**config.mk**
```make
export PLATFORM = sky130hd
export DESIGN_NAME = nibble_serial_add_ctrl
export DESIGN_NICKNAME = d
export VERILOG_FILES = /design/src/rtl/alu_pkg.sv /design/src/rtl/fourbitadd.sv /design/src/rtl/nibble_serial_add_ctrl.sv
export SDC_FILE = /design/constraint.sdc
export NUM_CORES = 1
export LEC_CHECK = 0
export ABC_AREA = 1
export CAP_MARGIN = 25
export CORE_ASPECT_RATIO = 1.4
export CORE_MARGIN = 2
export CORE_UTILIZATION = 57
export CTS_CLUSTER_DIAMETER = 120
export CTS_CLUSTER_SIZE = 12
export DETAILED_ROUTE_END_ITERATION = 8
export GPL_TIMING_DRIVEN = 0
export PLACE_DENSITY = 0.84
export SLEW_MARGIN = 20
export SYNTH_ARGS = -nofsm -noshare
export SYNTH_HDL_FRONTEND = slang
export SYNTH_HIERARCHICAL = 1
export SYNTH_SLANG_ARGS = --single-unit
```
**constraint.sdc**
```tcl
create_clock -name clk -period 4 [get_ports clk]
set_clock_uncertainty 0.05 [all_clocks]
set_input_delay 1.2 -clock clk [delete_from_list [all_inputs] [get_ports clk]]
set_output_delay 1.2 -clock clk [all_outputs]
set_load 0.02 [all_outputs]
```
**src/rtl/alu_pkg.sv**
```systemverilog
// alu_pkg: shared state encoding and constants for the nibble-serial ALU path
package alu_pkg;
    typedef enum logic [1:0] {IDLE = 2'd0, RUN = 2'd1, DONE = 2'd2} state_t;
    localparam int NIB_W = 4;
    localparam logic OP_ADD = 1'b0;
    localparam logic OP_SUB = 1'b1;
endpackage

```
**src/rtl/fourbitadd.sv**
```systemverilog
// fourbitadd: 4-bit ripple adder slice with carry in/out
module fourbitadd (
    input  logic [3:0] a,
    input  logic [3:0] b,
    input  logic       cin,
    output logic [3:0] sum,
    output logic       cout
);
    assign {cout, sum} = {1'b0, a} + {1'b0, b} + {4'b0, cin};
endmodule

```
**src/rtl/nibble_serial_add_ctrl.sv**
```systemverilog
// nibble_serial_add_ctrl: WIDTH-bit add/sub sequenced one nibble per clock through a single 4-bit slice
module nibble_serial_add_ctrl
    import alu_pkg::*;
#(
    parameter int WIDTH = 16
) (
    input  logic             clk,
    input  logic             rst,
    input  logic             in_valid,
    output logic             in_ready,
    input  logic [WIDTH-1:0] in_a,
    input  logic [WIDTH-1:0] in_b,
    input  logic             in_cin,
    input  logic             in_sub,
    output logic             out_valid,
    input  logic             out_ready,
    output logic [WIDTH-1:0] out_sum,
    output logic             out_cout,
    output logic             out_ovf
);
    localparam int NIBBLES = WIDTH / NIB_W;
    localparam int CW = (NIBBLES > 1) ? $clog2(NIBBLES) : 1;

    generate
        if (WIDTH % NIB_W != 0 || WIDTH < NIB_W) begin : g_bad_width
            $error("nibble_serial_add_ctrl: WIDTH must be a multiple of 4 and at least 4");
        end
    endgenerate

    state_t           state, nxt;
    logic [WIDTH-1:0] a_sh, b_sh, sum_sh, nxt_sum, b_in;
    logic [CW-1:0]    nib_cnt;
    logic             carry, a_msb, b_msb, s_cout, last, accept;
    logic [3:0]       s_sum;

    assign in_ready  = state == IDLE;
    assign out_valid = state == DONE;
    assign accept    = in_valid & in_ready;
    assign last      = nib_cnt == CW'(NIBBLES - 1);
    assign b_in      = (in_sub == OP_SUB) ? ~in_b : in_b;
    assign nxt_sum   = WIDTH'({s_sum, sum_sh} >> NIB_W);

    fourbitadd u_slice (
        .a   (a_sh[3:0]),
        .b   (b_sh[3:0]),
        .cin (carry),
        .sum (s_sum),
        .cout(s_cout)
    );

    // state register
    always_ff @(posedge clk or posedge rst) begin
        if (rst) state <= IDLE;
        else     state <= nxt;
    end

    // next state: accept -> NIBBLES slice passes -> hold result until consumed
    always_comb begin
        nxt = state;
        case (state)
            IDLE:    nxt = accept ? RUN : IDLE;
            RUN:     nxt = last ? DONE : RUN;
            DONE:    nxt = out_ready ? IDLE : DONE;
            default: nxt = IDLE;
        endcase
    end

    // operand load, per-nibble shift with registered carry, result capture on the last pass
    always_ff @(posedge clk or posedge rst) begin
        if (rst) begin
            a_sh     <= '0;
            b_sh     <= '0;
            sum_sh   <= '0;
            carry    <= 1'b0;
            nib_cnt  <= '0;
            a_msb    <= 1'b0;
            b_msb    <= 1'b0;
            out_sum  <= '0;
            out_cout <= 1'b0;
            out_ovf  <= 1'b0;
        end else if (accept) begin
            a_sh    <= in_a;
            b_sh    <= b_in;
            carry   <= (in_sub == OP_SUB) ? ~in_cin : in_cin;
            nib_cnt <= '0;
            a_msb   <= in_a[WIDTH-1];
            b_msb   <= b_in[WIDTH-1];
        end else if (state == RUN) begin
            sum_sh  <= nxt_sum;
            a_sh    <= a_sh >> NIB_W;
            b_sh    <= b_sh >> NIB_W;
            carry   <= s_cout;
            nib_cnt <= nib_cnt + 1'b1;
            if (last) begin
                out_sum  <= nxt_sum;
                out_cout <= s_cout;
                out_ovf  <= (a_msb == b_msb) && (nxt_sum[WIDTH-1] != a_msb);
            end
        end
    end
endmodule

```
After elaboration in Yosys (flattened, before gate mapping)
Index checks and enable logic that the tools add are counted.

Add/sub/neg operators: 3. Equality and inequality tests: 5. Muxes and demuxes: 14. Bitwise gates (word level): 4. Reduce and logical (&&, ||, !) cells: 5.

Operator list (number): 2-to-1 mux 16 bit (5); inverter 16 bit (1); 2-to-1 mux 2 bit (4); case mux 2 bit (3 select lines) (1); adder 4 x 4 -> 5 bit (1); adder 5 x 1 -> 5 bit (1); == test 2 bit (second input constant) (2); 2-to-1 mux 1 bit (4); AND reduction 3 bit (1); adder 2 x 1 -> 2 bit (second input constant) (1); == test 2 x 1 -> 1 bit (second input constant) (1); zero test 2 bit (1); inverter 1 bit (2); AND reduction 2 bit (1); nonzero test 2 bit (1); bitwise AND 1 bit (1); == test 1 bit (1); logical AND 1 bit (1); != test 1 bit (1).

Flip-flop bits (word level): 73. Bits of input ports: 38. Word-level logic and storage cells: 42.

Longest topological paths before layout
Gate-level depths: netlist (run 1).

Word-level depth: 4. Mapped depth: 9.

Hierarchy
The synthesis (run 1) kept the hierarchy.

Modules (own cells, without submodules): nibble_serial_add_ctrl (instances 1, cells each 388, area each 3148.0 µm²); fourbitadd (instances 1, cells each 25, area each 165.2 µm²).

Worst setup path after synthesis (run 1)
OpenSTA, ideal clock, no wires.

Path type: flip-flop to output port. From: reg state[0]. To: out out_valid. Data arrival time: 0.913 ns. Setup slack: 1.837 ns. Cell stages (with the launch flop): 3. Path buffers: 1. Path through: dfrtp_1 > buf_2 > nor2_1.

Cells in the longest elaborated chain, start to end: 1.

RTL lines: start, declared (RTL line nibble_serial_add_ctrl.sv:30) `state_t state, nxt;`; start signal, assigned (RTL line nibble_serial_add_ctrl.sv:54) `else state <= nxt;`; == test 2 bit (RTL line nibble_serial_add_ctrl.sv:37) `assign out_valid = state == DONE;`; end, declared (RTL line nibble_serial_add_ctrl.sv:15) `output logic out_valid,`.

Every way passes these cells.

Worst setup path after layout (run 1)
Ends and elaborated chain as after synthesis.

==> impl_metrics.json, run 1 <==
{
  "synth.yosys.seq_area_share_pct": 52.1,
  "dieArea_um2": 6450,
  "grt_pass1_wl_um": 12000,
  "drive_gt1_share_pct": 10.7,
  "hpwl_um": 5240,
  "coreArea_um2": 5570,
  "layout.nets": 525,
  "final_util_pct": 75.0,
  "cap_violations": 0,
  "hold_ws_ns": 0.427,
  "hold_path_class": "reg2reg",
  "setup_viol": 0,
  "r2r_cells": 8,
  "worstSetupEndpointType": "primary output",
  "relSlewSlack_pct": 69.1,
  "cp.required_ns": 2.75,
  "fin_crit_sh_pct": 74.6,
  "start_util_pct": 59.5,
  "drc": 0,
  "cts_setup_buffers": 0,
  "tightest_slew_ns": 0.463,
  "drtIter0Drc": 195,
  "drt_pass1_iterations": 4,
  "post-route-min-period_ns": 2.99,
  "postRouteWirelength_um": 7170,
  "combPwrFrac_pct": 45.5,
  "die_h_um": 94.2,
  "seqPwrFrac_pct": 37.1,
  "synth_area_um2": 3310,
  "avgSynthCellArea_um2": 8.02,
  "antenna_cells": 0,
  "clock-sinks": 69,
  "insertion_delay_ns": 0.34,
  "p_int_uw": 1870,
  "total_power_uw": 3190,
  "p_clk_share_pct": 17.4,
  "r2r_setup_slack_ns": 2.18,
  "cts_tree": "built",
  "htreeDepth": 3,
  "grt_pass1_vias": 2735,
  "regArea_um2": 1730,
  "fillers": 441,
  "core.rowCount": 32,
  "outcome": "completed",
  "ys_ff_latch": 69,
  "rr_endpoint": "carry",
  "leakage_uw": 0.00218,
  "power_density_nw_per_um2": 765,
  "place_congestion": 0.795,
  "cts_resized": 0,
  "swShare_pct": 41.3,
  "routed_via_density": 5.06,
  "clockBufferDepth": 2,
  "pin_count": 58,
  "post_drt_wl_per_cell_um": 12.9,
  "numPortBuffers": 56,
  "ys_warn_count": 6,
  "clock.fmax_mhz": 335,
  "synth_cell_type_count": 23,
  "cts_buffers": 9,
  "antenna_found_initial": 0,
  "cts.clk_slew.worst_paths_ns": 0.07,
  "multi_input_area_um2": 1320,
  "reg2reg_from": "b_sh[0]",
  "cp_max_fo": 10,
  "clockRootBuffer": "clkbuf_8",
  "worst_ir_drop_vdd_mv": 0.412,
  "holdBufCountCts": 0,
  "rsz0062_at_grt": "no",
  "die_w_um": 68.4,
  "critPathLaunchType": "flop",
  "worstHoldStart": "out_cout",
  "num_vias": 2801,
  "syn_nets": 457,
  "area_growth_pct": 25.9,
  "grtUsageTotal_pct": 24.5,
  "hold_viol": 0,
  "syn-instance-count": 413,
  "overflow": 0,
  "hold_depth": 2,
  "detail-route-antenna-nets": 0,
  "hold_end": "out_cout",
  "grt_max_degree": 44,
  "power_switching_uw": 1320,
  "slew_violations": 0,
  "cp.arrival_ns": 1.74,
  "crit_type": "reg2out"
}
-- placed cells by master (no fill, tap or decap) --
cell type | synthesis | routed
buf_6 | 3 | 3
ha_1 | 4 | 4
xnor2_1 | 4 | 4
buf_4 | 2 | 2
nand2_4 | 2 | 2
a21oi_1 | 2 | 2
o31ai_1 | 1 | 1
nand2_1 | 202 | 202
clkbuf_1 | 2 | 3
nor2_1 | 3 | 3
nor2_2 | 2 | 2
xor2_1 | 1 | 1
o21ai_1 | 4 | 4
buf_2 | 11 | 11
o21bai_1 | 1 | 1
inv_4 | 1 | 2
bufinv_16 | 0 | 1
dfrtp_1 | 69 | 69
buf_12 | 0 | 1
o21ai_2 | 13 | 13
clkdlybuf4s50_1 | 0 | 56
clkbuf_8 | 0 | 10
o21ai_0 | 16 | 16
fa_1 | 2 | 2
clkinv_2 | 0 | 4
nand3_1 | 29 | 29
inv_1 | 38 | 37
inv_2 | 1 | 1
-- power by group through the flow --
stage | clock [uW] | sequential [uW] | combinational (uW)
5_1_grt | 591 | 1220 | 1630
2_1_floorplan | 0 | 1250 | 896
4_1_cts | 558 | 1180 | 1470
3_3_place_gp | 0 | 1180 | 1390
3_5_place_dp | 0 | 1190 | 1450
6_report | 555 | 1180 | 1450
-- synthesized netlist by cell type --
cell type	number	area [um2]
nand3_1	29	145
dfrtp_1	69	1730
nor2_1	3	11.3
xor2_1	1	8.76
buf_6	3	33.8
o21ai_1	4	20.0
clkbuf_1	2	7.51
fa_1	2	40.0
buf_4	2	15.0
nand2_4	2	22.5
xnor2_1	4	35.0
ha_1	4	50.1
o21ai_2	13	114
nand2_1	202	758
inv_1	38	143
a21oi_1	2	10.0
inv_4	1	6.26
nor2_2	2	12.5
inv_2	1	3.75
o21ai_0	16	80.1
o21bai_1	1	7.51
buf_2	11	55.1
o31ai_1	1	7.51
-- state kept, by name, indices dropped and copies added (netlist names) --
register and cells:
a_sh 16, b_sh 16, out_sum 16, sum_sh 12, nib_cnt 2, state 2
a_msb 1, b_msb 1, carry 1, out_cout 1, out_ovf 1
-- area by class of cell --
type                       count  area share, %
multi-input combinational    286           31.7
inverter                      40           3.72
clock buffer                  11           3.39
tap                           68           2.04
timing repair buffer          57           13.9
buffer                        18           2.67
sequential                    69           41.4
clock inverter                 5           1.20
-- worst max-delay path, cell delays in order, from the launching register on --
cell and delay, ns:
dfrtp_1 0.46, buf_2 0.22, nor2_1 0.11, clkdlybuf4s50_1 0.61
-- routing by layer --
| metal | share of wire, % | vias up | track usage (%) |
|---|---|---|---|
| li1 | - | 1402 | - |
| met1 | 41 | 1326 | 29.2 |
| met2 | 54 | 61 | 43.0 |
| met3 | 3.7 | 12 | 3.72 |
| met4 | 1.5 | 0 | 9.33 |
| met5 | 0 | - | 0 |
-- cells by family after synthesis --
group,share of synthesized area (%)
fa+ha+maj,2.72
simple gates,28.7
xor+xnor,1.32
compound gates,7.21
flops,52.1
buf+inv,7.97
-- through the flow --
step,worst slack [ns],setup TNS [ns],cell area [um2],std cells
6_report,1.01,0,4170,554
5_1_grt,0.948,0,4170,554
4_1_cts,1.00,0,4170,554
3_5_place_dp,1.36,0,3980,538
3_3_place_gp,-0.0642,-4.32,3960,537
2_1_floorplan,1.01,0,3310,413
-- how the worst max path moves through the flow --
stage                        start        end  slack, ns
after global placement         rst    b_sh[9]      -0.06
after CTS                 state[0]  out_valid       1.00
after detailed placement  in_valid    b_sh[2]       1.36
after floorplan                rst      a_msb       1.01
after global routing      state[1]  out_valid       0.95
final                     state[0]  out_valid       1.01
(Power assumes the default switching activity.)
==> inputs of run 2 (changes only) <==
Settings changed: CORE_UTILIZATION 57 to 53, PLACE_DENSITY 0.84 to 0.79.
Clock period 4 ns to 3 ns, I/O delays scaled along.
==> run 2 against run 1 <==
Sequential share of layout area decreased by 0.45 points; power rose by 36%; highest routed layer unchanged; final cell count rose by 0.72%; flip-flop and latch count is the same; via count rose by 0.14%; count of clock-buffer cells in the layout grew 1; critical path depth unchanged; clock power grew 53%.
==> impl_metrics.json, run 2 (synthesis results as in run 1) <==
{
  "outcome": "completed",
  "cp_slowest_stage_delay_ns": 0.61,
  "layout.nets": 525,
  "worst_ir_drop_vdd_mv": 0.423,
  "start_util_pct": 54.1,
  "setup_viol": 0,
  "num_vias": 2805,
  "die_h_um": 97.6,
  "cp_top_family": "buffers and inverters",
  "cap_violations": 0,
  "postRouteWirelength_um": 6920,
  "crit_type": "reg2out",
  "critPathBufInv": 2,
  "rsz0062_at_grt": "no",
  "critPathLaunchType": "flop",
  "detail-route-antenna-nets": 0,
  "drtIter0Drc": 156,
  "final_util_pct": 68.9,
  "fin_area_um2": 4220,
  "final_cell_mix": "nand2_1 (202), dfrtp_1 (69), clkdlybuf4s50_1 (56)",
  "power_density_nw_per_um2": 1030,
  "dieArea_um2": 6910,
  "die_w_um": 70.8,
  "final_common_cell": "nand2_1",
  "routed_via_density": 5.03,
  "slew_violations": 0,
  "hold_path_class": "reg2reg",
  "tightest_slew_ns": 0.450,
  "layout.cells.non_filler": 558,
  "cts_tree": "built",
  "regArea_um2": 1730,
  "cp-startpoint": "state[0]",
  "holdBufCountCts": 0,
  "path_cells": "buf_2, nor2_1, clkdlybuf4s50_1",
  "drt_pass1_iterations": 4,
  "reg2reg_from": "b_sh[0]",
  "grt_max_degree": 52,
  "pin_count": 58,
  "hpwl_um": 5050,
  "grtUsageTotal_pct": 22.3,
  "cts_setup_buffers": 0,
  "fillers": 515,
  "cts_resized": 0,
  "cp.depth": 3,
  "grt_pass1_vias": 2710,
  "cp.arrival_ns": 1.74,
  "multi_input_area_um2": 1320,
  "clock-sinks": 69,
  "htreeDepth": 3,
  "antenna_cells": 0,
  "cts.clk_slew.worst_paths_ns": 0.07,
  "relSlewSlack_pct": 70.0,
  "overflow": 0,
  "area_growth_pct": 27.3,
  "cts_buffers": 9,
  "fin_crit_sh_pct": 89.6,
  "grt_pass1_wl_um": 12200,
  "hold_viol": 0,
  "cp-endpoint": "out_valid",
  "antenna_found_initial": 0,
  "cp.required_ns": 2.05,
  "numPortBuffers": 56,
  "setup_slack_ns": 0.311,
  "worstSetupEndpointType": "primary output",
  "post_drt_wl_per_cell_um": 12.4,
  "top_regs": "a_sh (16), b_sh (16), out_sum (16)",
  "rr_endpoint": "carry",
  "post-route-min-period_ns": 2.69,
  "core.rowCount": 34,
  "clockBufferDepth": 2,
  "r2r_cells": 8,
  "coreArea_um2": 6130,
  "r2r_setup_slack_ns": 1.22,
  "place_area_um2": 3990,
  "dp_cells": 542,
  "place_congestion": 0.807,
  "cpMaxStageDelayCell": "clkdlybuf4s50_1",
  "drc": 0,
  "clockRootBuffer": "clkbuf_8",
  "clock.fmax_mhz": 372,
  "leakage_uw": 0.00220,
  "preCtsSetupSlack_ns": 0.623,
  "cp_max_fo": 10,
  "insertion_delay_ns": 0.34,
  "drive_gt1_share_pct": 10.7
}
## run 2: changes by cell type in the layout (fill, tap and decap cells not counted), sizes merged
cell	previous run	this run
bufinv	1	2
clkbuf	13	14
clkinv	4	2
## run 2: report_power, final
group	total, uW	switching, uW	internal [uW]
clock network	848	337	511
registers	1570	233	1340
logic	1920	1170	756
total	4340	1740	2610
## run 2: layout make-up
cell class / count / area share [%]
Tap cell: 72 / 2.14
Buffer: 18 / 2.64
Clock inverter: 4 / 1.66
Sequential cell: 69 / 40.9
Clock buffer: 12 / 3.68
Multi-Input combinational cell: 286 / 31.3
Inverter: 40 / 3.68
Timing Repair Buffer: 57 / 13.9
## run 2: how the worst min path moves through the flow
stage	from	slack [ns]	cells past startpoint	endpoint
6_report	out_sum[2]	0.42	2	out_sum[2]
5_1_grt	sum_sh[6]	0.44	2	out_sum[2]
4_1_cts	out_sum[2]	0.43	2	out_sum[2]
3_5_place_dp	out_sum[2]	0.41	2	out_sum[2]
3_3_place_gp	out_sum[2]	0.40	2	out_sum[2]
2_1_floorplan	nib_cnt[1]	0.40	2	nib_cnt[1]
## run 2: routing by layer
| layer | global-route usage (%) | part of all wire, % | up-vias | routed length (um) |
|---|---|---|---|---|
| met4 | 8.27 | 1.2 | 0 | 85 |
| met3 | 3.42 | 3.9 | 8 | 271 |
| met5 | 0 | 0 | - | 0 |
| met1 | 27.2 | 41 | 1327 | 2830 |
| li1 | - | - | 1401 | - |
| met2 | 39.3 | 54 | 69 | 3740 |
## run 2: through the flow
stage	total power (uW)	setup TNS, ns	hold slack, ns
3_5_place_dp	3510	0	0.408
6_report	4340	0	0.423
3_3_place_gp	3430	-55.10	0.404
5_1_grt	4700	0	0.441
4_1_cts	4370	0	0.426
2_1_floorplan	2860	0	0.396
## run 2: worst reg2reg max path: cells and delay by family, from the launching register on
family	cells	cell delay (ns)
DFF	1	0.39
buffers and inverters	1	0.07
AOI/OAI and AO/OA	1	0.27
adders and majority gates	2	0.64
and+or+nand+nor	4	0.30
==> inputs of run 3 (changes only) <==
Settings changed: CTS_CLUSTER_SIZE 12 to 16, GPL_TIMING_DRIVEN 0 to unset.
==> run 3 against run 2 <==
Register-to-register slack got worse by 0.14 ns; final cell count fell by 2.3%; worst hold slack hardly changed; maximum frequency increased by 0.30%; via count shrank 3.1%; combinational power is 6% lower; power down 2.6%; flip-flop and latch count did not move; global-route usage decreased by 1.3 points; die area did not move; setup slack improved by 0.0079 ns; critical path depth down 1; critical endpoint is now in_ready; largest cell class unchanged; largest power group unchanged; highest routed layer unchanged.
==> impl_metrics.json, run 3 (synthesis results as in run 1) <==
{
  "outcome": "completed",
  "clockBufferDepth": 2,
  "die_w_um": 70.8,
  "area_growth_pct": 24.8,
  "cp_top_family": "buffers and inverters",
  "num_vias": 2717,
  "setup_viol": 0,
  "hold_end": "out_sum[2]",
  "hold_viol": 0,
  "final_common_cell": "nand2_1",
  "cts.clk_slew.worst_paths_ns": 0.08,
  "cts_setup_buffers": 0,
  "p_clk_share_pct": 19.8,
  "cts_buffers": 9,
  "core.rowCount": 34,
  "path_cells": "nor2_1, clkdlybuf4s50_1",
  "drc": 0,
  "cap_violations": 0,
  "place_congestion": 0.782,
  "worstSetupEndpointType": "primary output",
  "tightest_slew_ns": 0.509,
  "routed_via_density": 4.99,
  "postRouteWirelength_um": 6580,
  "coreArea_um2": 6130,
  "start_util_pct": 54.1,
  "clock.fmax_mhz": 373,
  "regArea_um2": 1730,
  "cp_slowest_stage_delay_ns": 0.62,
  "swShare_pct": 40.3,
  "antenna_cells": 0,
  "grt_pass1_wl_um": 11600,
  "top_regs": "a_sh (16), b_sh (16), out_sum (16)",
  "hpwl_um": 4550,
  "overflow": 0,
  "hold_path_class": "reg2reg",
  "fin_crit_sh_pct": 89.4,
  "power_density_nw_per_um2": 1020,
  "post-route-min-period_ns": 2.68,
  "multi_input_area_um2": 1320,
  "final_cell_mix": "nand2_1 (202), dfrtp_1 (69), clkdlybuf4s50_1 (57)",
  "crit_type": "reg2out",
  "grt_use_met1_pct": 24.3,
  "clock-sinks": 69,
  "grt_most_used_layer": "met2",
  "antenna_found_initial": 0,
  "grtUsageTotal_pct": 21.0,
  "cp.required_ns": 2.05,
  "met3_usage_pct": 5.29,
  "detail-route-antenna-nets": 0,
  "reg2reg_from": "state[0]",
  "met2_usage_pct": 37.5,
  "leakage_uw": 0.00214,
  "slew_violations": 0,
  "cpMaxStageDelayCell": "clkdlybuf4s50_1",
  "fin_tns_setup_ns": 0,
  "seqPwrFrac_pct": 37.6,
  "layout.nets": 512,
  "insertion_delay_ns": 0.34,
  "r2r_cells": 5,
  "drt_pass1_iterations": 4,
  "relSlewSlack_pct": 66.0,
  "clockRootBuffer": "clkbuf_8",
  "drtIter0Drc": 165,
  "grt_max_degree": 70,
  "holdBufCountCts": 0,
  "cp_max_fo": 14,
  "hold_depth": 2,
  "critPathLaunchType": "flop",
  "final_util_pct": 67.5,
  "dieArea_um2": 6910,
  "power_switching_uw": 1700,
  "post_drt_wl_per_cell_um": 12.1,
  "pin_count": 58,
  "die_h_um": 97.6,
  "rr_endpoint": "out_sum[6]",
  "cts_tree": "built",
  "p_int_uw": 2530,
  "grt_pass1_vias": 2708,
  "worst_ir_drop_vdd_mv": 0.416,
  "worstHoldStart": "out_sum[2]",
  "htreeDepth": 3,
  "combPwrFrac_pct": 42.6,
  "rsz0062_at_grt": "no",
  "cp.arrival_ns": 1.73,
  "drive_gt1_share_pct": 8.67,
  "numPortBuffers": 57,
  "fillers": 551,
  "r2r_setup_slack_ns": 1.08,
  "cts_resized": 0,
  "critPathBufInv": 1
}
[run 3: cell count changes in the layout (fill, tap and decap cells not counted), sizes merged]
cell | previous run | this run
buf | 17 | 5
clkbuf | 14 | 10
clkdlybuf4s50 | 56 | 57
clkinv | 2 | 3
clkinvlp | 0 | 1
[run 3: worst max-delay path by stage]
stage / from / end / slack (ns) / cells past startpoint
3_3_place_gp: state[0] / in_ready / 0.70 / 2
5_1_grt: state[0] / in_ready / 0.22 / 2
6_report: state[0] / in_ready / 0.32 / 2
4_1_cts: state[0] / in_ready / 0.31 / 2
3_5_place_dp: state[0] / in_ready / 0.69 / 2
2_1_floorplan: rst / a_msb / 0.31 / 1
[run 3: metal layers]
| layer | vias to the layer above | part of all wire, % |
|---|---|---|
| met4 | 0 | 1.2 |
| li1 | 1375 | - |
| met3 | 8 | 3.7 |
| met5 | - | 0 |
| met2 | 59 | 54 |
| met1 | 1275 | 41 |
[run 3: cell type report]
type / count / area share (%)
Multi-Input combinational cell: 286 / 32.0
Tap cell: 72 / 2.18
Clock inverter: 6 / 2.09
Inverter: 40 / 3.69
Sequential cell: 69 / 41.7
Timing Repair Buffer: 62 / 15.0
Clock buffer: 10 / 3.33
[run 3: power by group through the flow]
stage / combinational (uW) / clock, uW / sequential (uW)
2_1_floorplan: 1200 / 0 / 1660
3_3_place_gp: 1740 / 0 / 1590
3_5_place_dp: 1810 / 0 / 1600
4_1_cts: 1820 / 848 / 1590
5_1_grt: 2040 / 889 / 1640
6_report: 1800 / 839 / 1590
[run 3: worst reg2reg max path: stages, from the launching register on]
cell     delay (ns)
dfrtp_1        0.67
nand2_4        0.27
inv_4          0.28
nand2_4        0.27
nand2_1        0.19
o21ai_2        0.06
[run 3: through the flow]
step                area [um2]  hold slack (ns)  power, uW  instances  worst slack [ns]
CTS                       4140            0.427       4250        545             0.312
global placement          3910            0.403       3330        529             0.704
floorplan                 3310            0.396       2860        413             0.310
finish                    4140            0.423       4230        545             0.319
detailed placement        3910            0.408       3410        529             0.687
global route              4140            0.450       4570        545             0.219
==> edit, RTL diff (settings of run 2) <==
Register the output `out_ovf` once more, without a reset; this adds one clock of latency there. The other outputs are not delayed to match.
--- a/src/rtl/nibble_serial_add_ctrl.sv
+++ b/src/rtl/nibble_serial_add_ctrl.sv
@@ -20,6 +20,8 @@
 );
     localparam int NIBBLES = WIDTH / NIB_W;
     localparam int CW = (NIBBLES > 1) ? $clog2(NIBBLES) : 1;
+
+    logic out_ovf_s0;
 
     generate
         if (WIDTH % NIB_W != 0 || WIDTH < NIB_W) begin : g_bad_width
@@ -77,7 +79,7 @@
             b_msb    <= 1'b0;
             out_sum  <= '0;
             out_cout <= 1'b0;
-            out_ovf  <= 1'b0;
+            out_ovf_s0 <= 1'b0;
         end else if (accept) begin
             a_sh    <= in_a;
             b_sh    <= b_in;
@@ -94,9 +96,13 @@
             if (last) begin
                 out_sum  <= nxt_sum;
                 out_cout <= s_cout;
-                out_ovf  <= (a_msb == b_msb) && (nxt_sum[WIDTH-1] != a_msb);
+                out_ovf_s0 <= (a_msb == b_msb) && (nxt_sum[WIDTH-1] != a_msb);
             end
         end
     end
+    always_ff @(posedge clk) begin
+        out_ovf <= out_ovf_s0;
+    end
+
 endmodule
 
Formal check against the unedited RTL: not equivalent (a bounded check fails within 10 cycles, from zero or initial values and one cycle with rst high).
==> edit against run 2 <==
  * Wire length up 1.4%
  * Combinational power is essentially flat
  * Sequential cell count up 1
  * Cell area barely moved
  * Hold slack got worse by 95 ps
  * Synthesized area rose by 0.60%
  * Setup slack better by 5.4 ps
  * Total power is 0.31% lower
  * Largest power group unchanged
  * Highest routed layer unchanged
==> edit: results (changes against run 2) <==
Layout
The non-clock buffering overhead in the final layout came to 16.4% (-0.19 points). The number of standard cells in the layout, taps in and fillers out was 559 (+0.18%). The number of filler cells placed in the layout is 538 (+4.5%). The clock distribution area overhead in the final layout came to 5.10% (-0.24 points).

The number of sequential cells in the layout is 70 (+1.4%). The share of cell area taken by multi-input logic gates is 31.3% (about the same). The share of post-route cells with drive strength above 1 came to 10.5% (-0.23 points). The net count of the finished layout was 526 (+0.19%). The register fraction of the total cell area is 41.4% (+0.45 points).

Synthesis
After synthesis, the cell types taking the most area are dfrtp_1, nand2_1, nand3_1, inv_1, o21ai_2. The proportion of register bits with asynchronous set or reset after synthesis was 98.6% (-1.4 points). The net count after synthesis is 458 (+0.22%).

The number of warnings reported in the yosys synthesis log is 6 (unchanged). The sequential-to-total area share from yosys stat was 52.4% (+0.29 points). The mean instance size in the synthesized netlist came to 8.05 µm² (+0.36%). The number of standard cells after synthesis is 414 (+0.24%).

Clock network
The tree is rooted in a clkbuf_8. The number of gates given a new drive strength after cts was 0 (unchanged).

Pwr
The combinational power was 1.92 mW (about the same). The leakage power total is 2.20 nW (about the same). The power spent charging and discharging nets is 1.73 mW (-0.48%). The worst IR drop on VDD is 0.581 mV (+37%).

Placement
The number of placed instances with taps included came to 543 (+0.18%). The routability-driven placement congestion ratio is 0.804 (-0.36%). The detailed-placement wirelength estimate is 5.10 mm (+1.0%). The instance area after placement was 4010 µm² (+0.31%).

GRT
The global-route usage over all layers is 22.7% (+0.37 points). The maximum number of pins on one net before global-route repair came to 40 (-23%). The number of global-route vias before repair came to 2733 (+0.85%).

The wire length of the first global-routing pass came to 12.5 mm (+2.0%).

Worst hold path
In this run the most critical hold path is launched from out_ovf_s0. The number of instances on the worst hold path is 0 (-2).

Routing
The number of DRC markers in iteration 0 is 173 (+11%). The detailed-route via count is 2801 (-0.14%).

Status
The flow ran to the end, and the final reports show no timing, DRC or antenna violations.

Timing
The worst relative slew slack is 71.5% (+1.5 points).
edit: cell count changes in the layout (fill, tap and decap cells not counted):
cell,change
buf_12,+1
buf_16,-1
clkbuf_1,+1
clkbuf_8,-1
dfxtp_1,+1
edit: final timing paths:
kind                                    end  slack, ps
max in group asynchronous             b_msb       1520
worst min register to register      out_ovf        330
min in group asynchronous       out_sum[13]        850
worst max register to register        carry       1210
worst min-delay path                out_ovf        330
worst max-delay path              out_valid        320
edit: logic make-up (layout without fill, tap and decap cells):
family                     after synthesis  in the layout  synth area share (%)
DFF                                     70             70                  52.4
and+or+nand+nor                        238            238                  28.5
buffers and inverters                   58            131                  7.92
xor gates and xnor gates                 5              5                  1.31
AOI/OAI and AO/OA                       37             37                  7.17
adders and majority gates                6              6                  2.70
edit: per-layer routing:
metal / global-route usage, % / wire length (µm) / vias to the layer above
li1: - / - / 1408
met1: 27.4 / 2880 / 1310
met2: 38.6 / 3730 / 67
met3: 5.37 / 276 / 16
met4: 9.14 / 134 / 0
met5: 0 / 0 / -
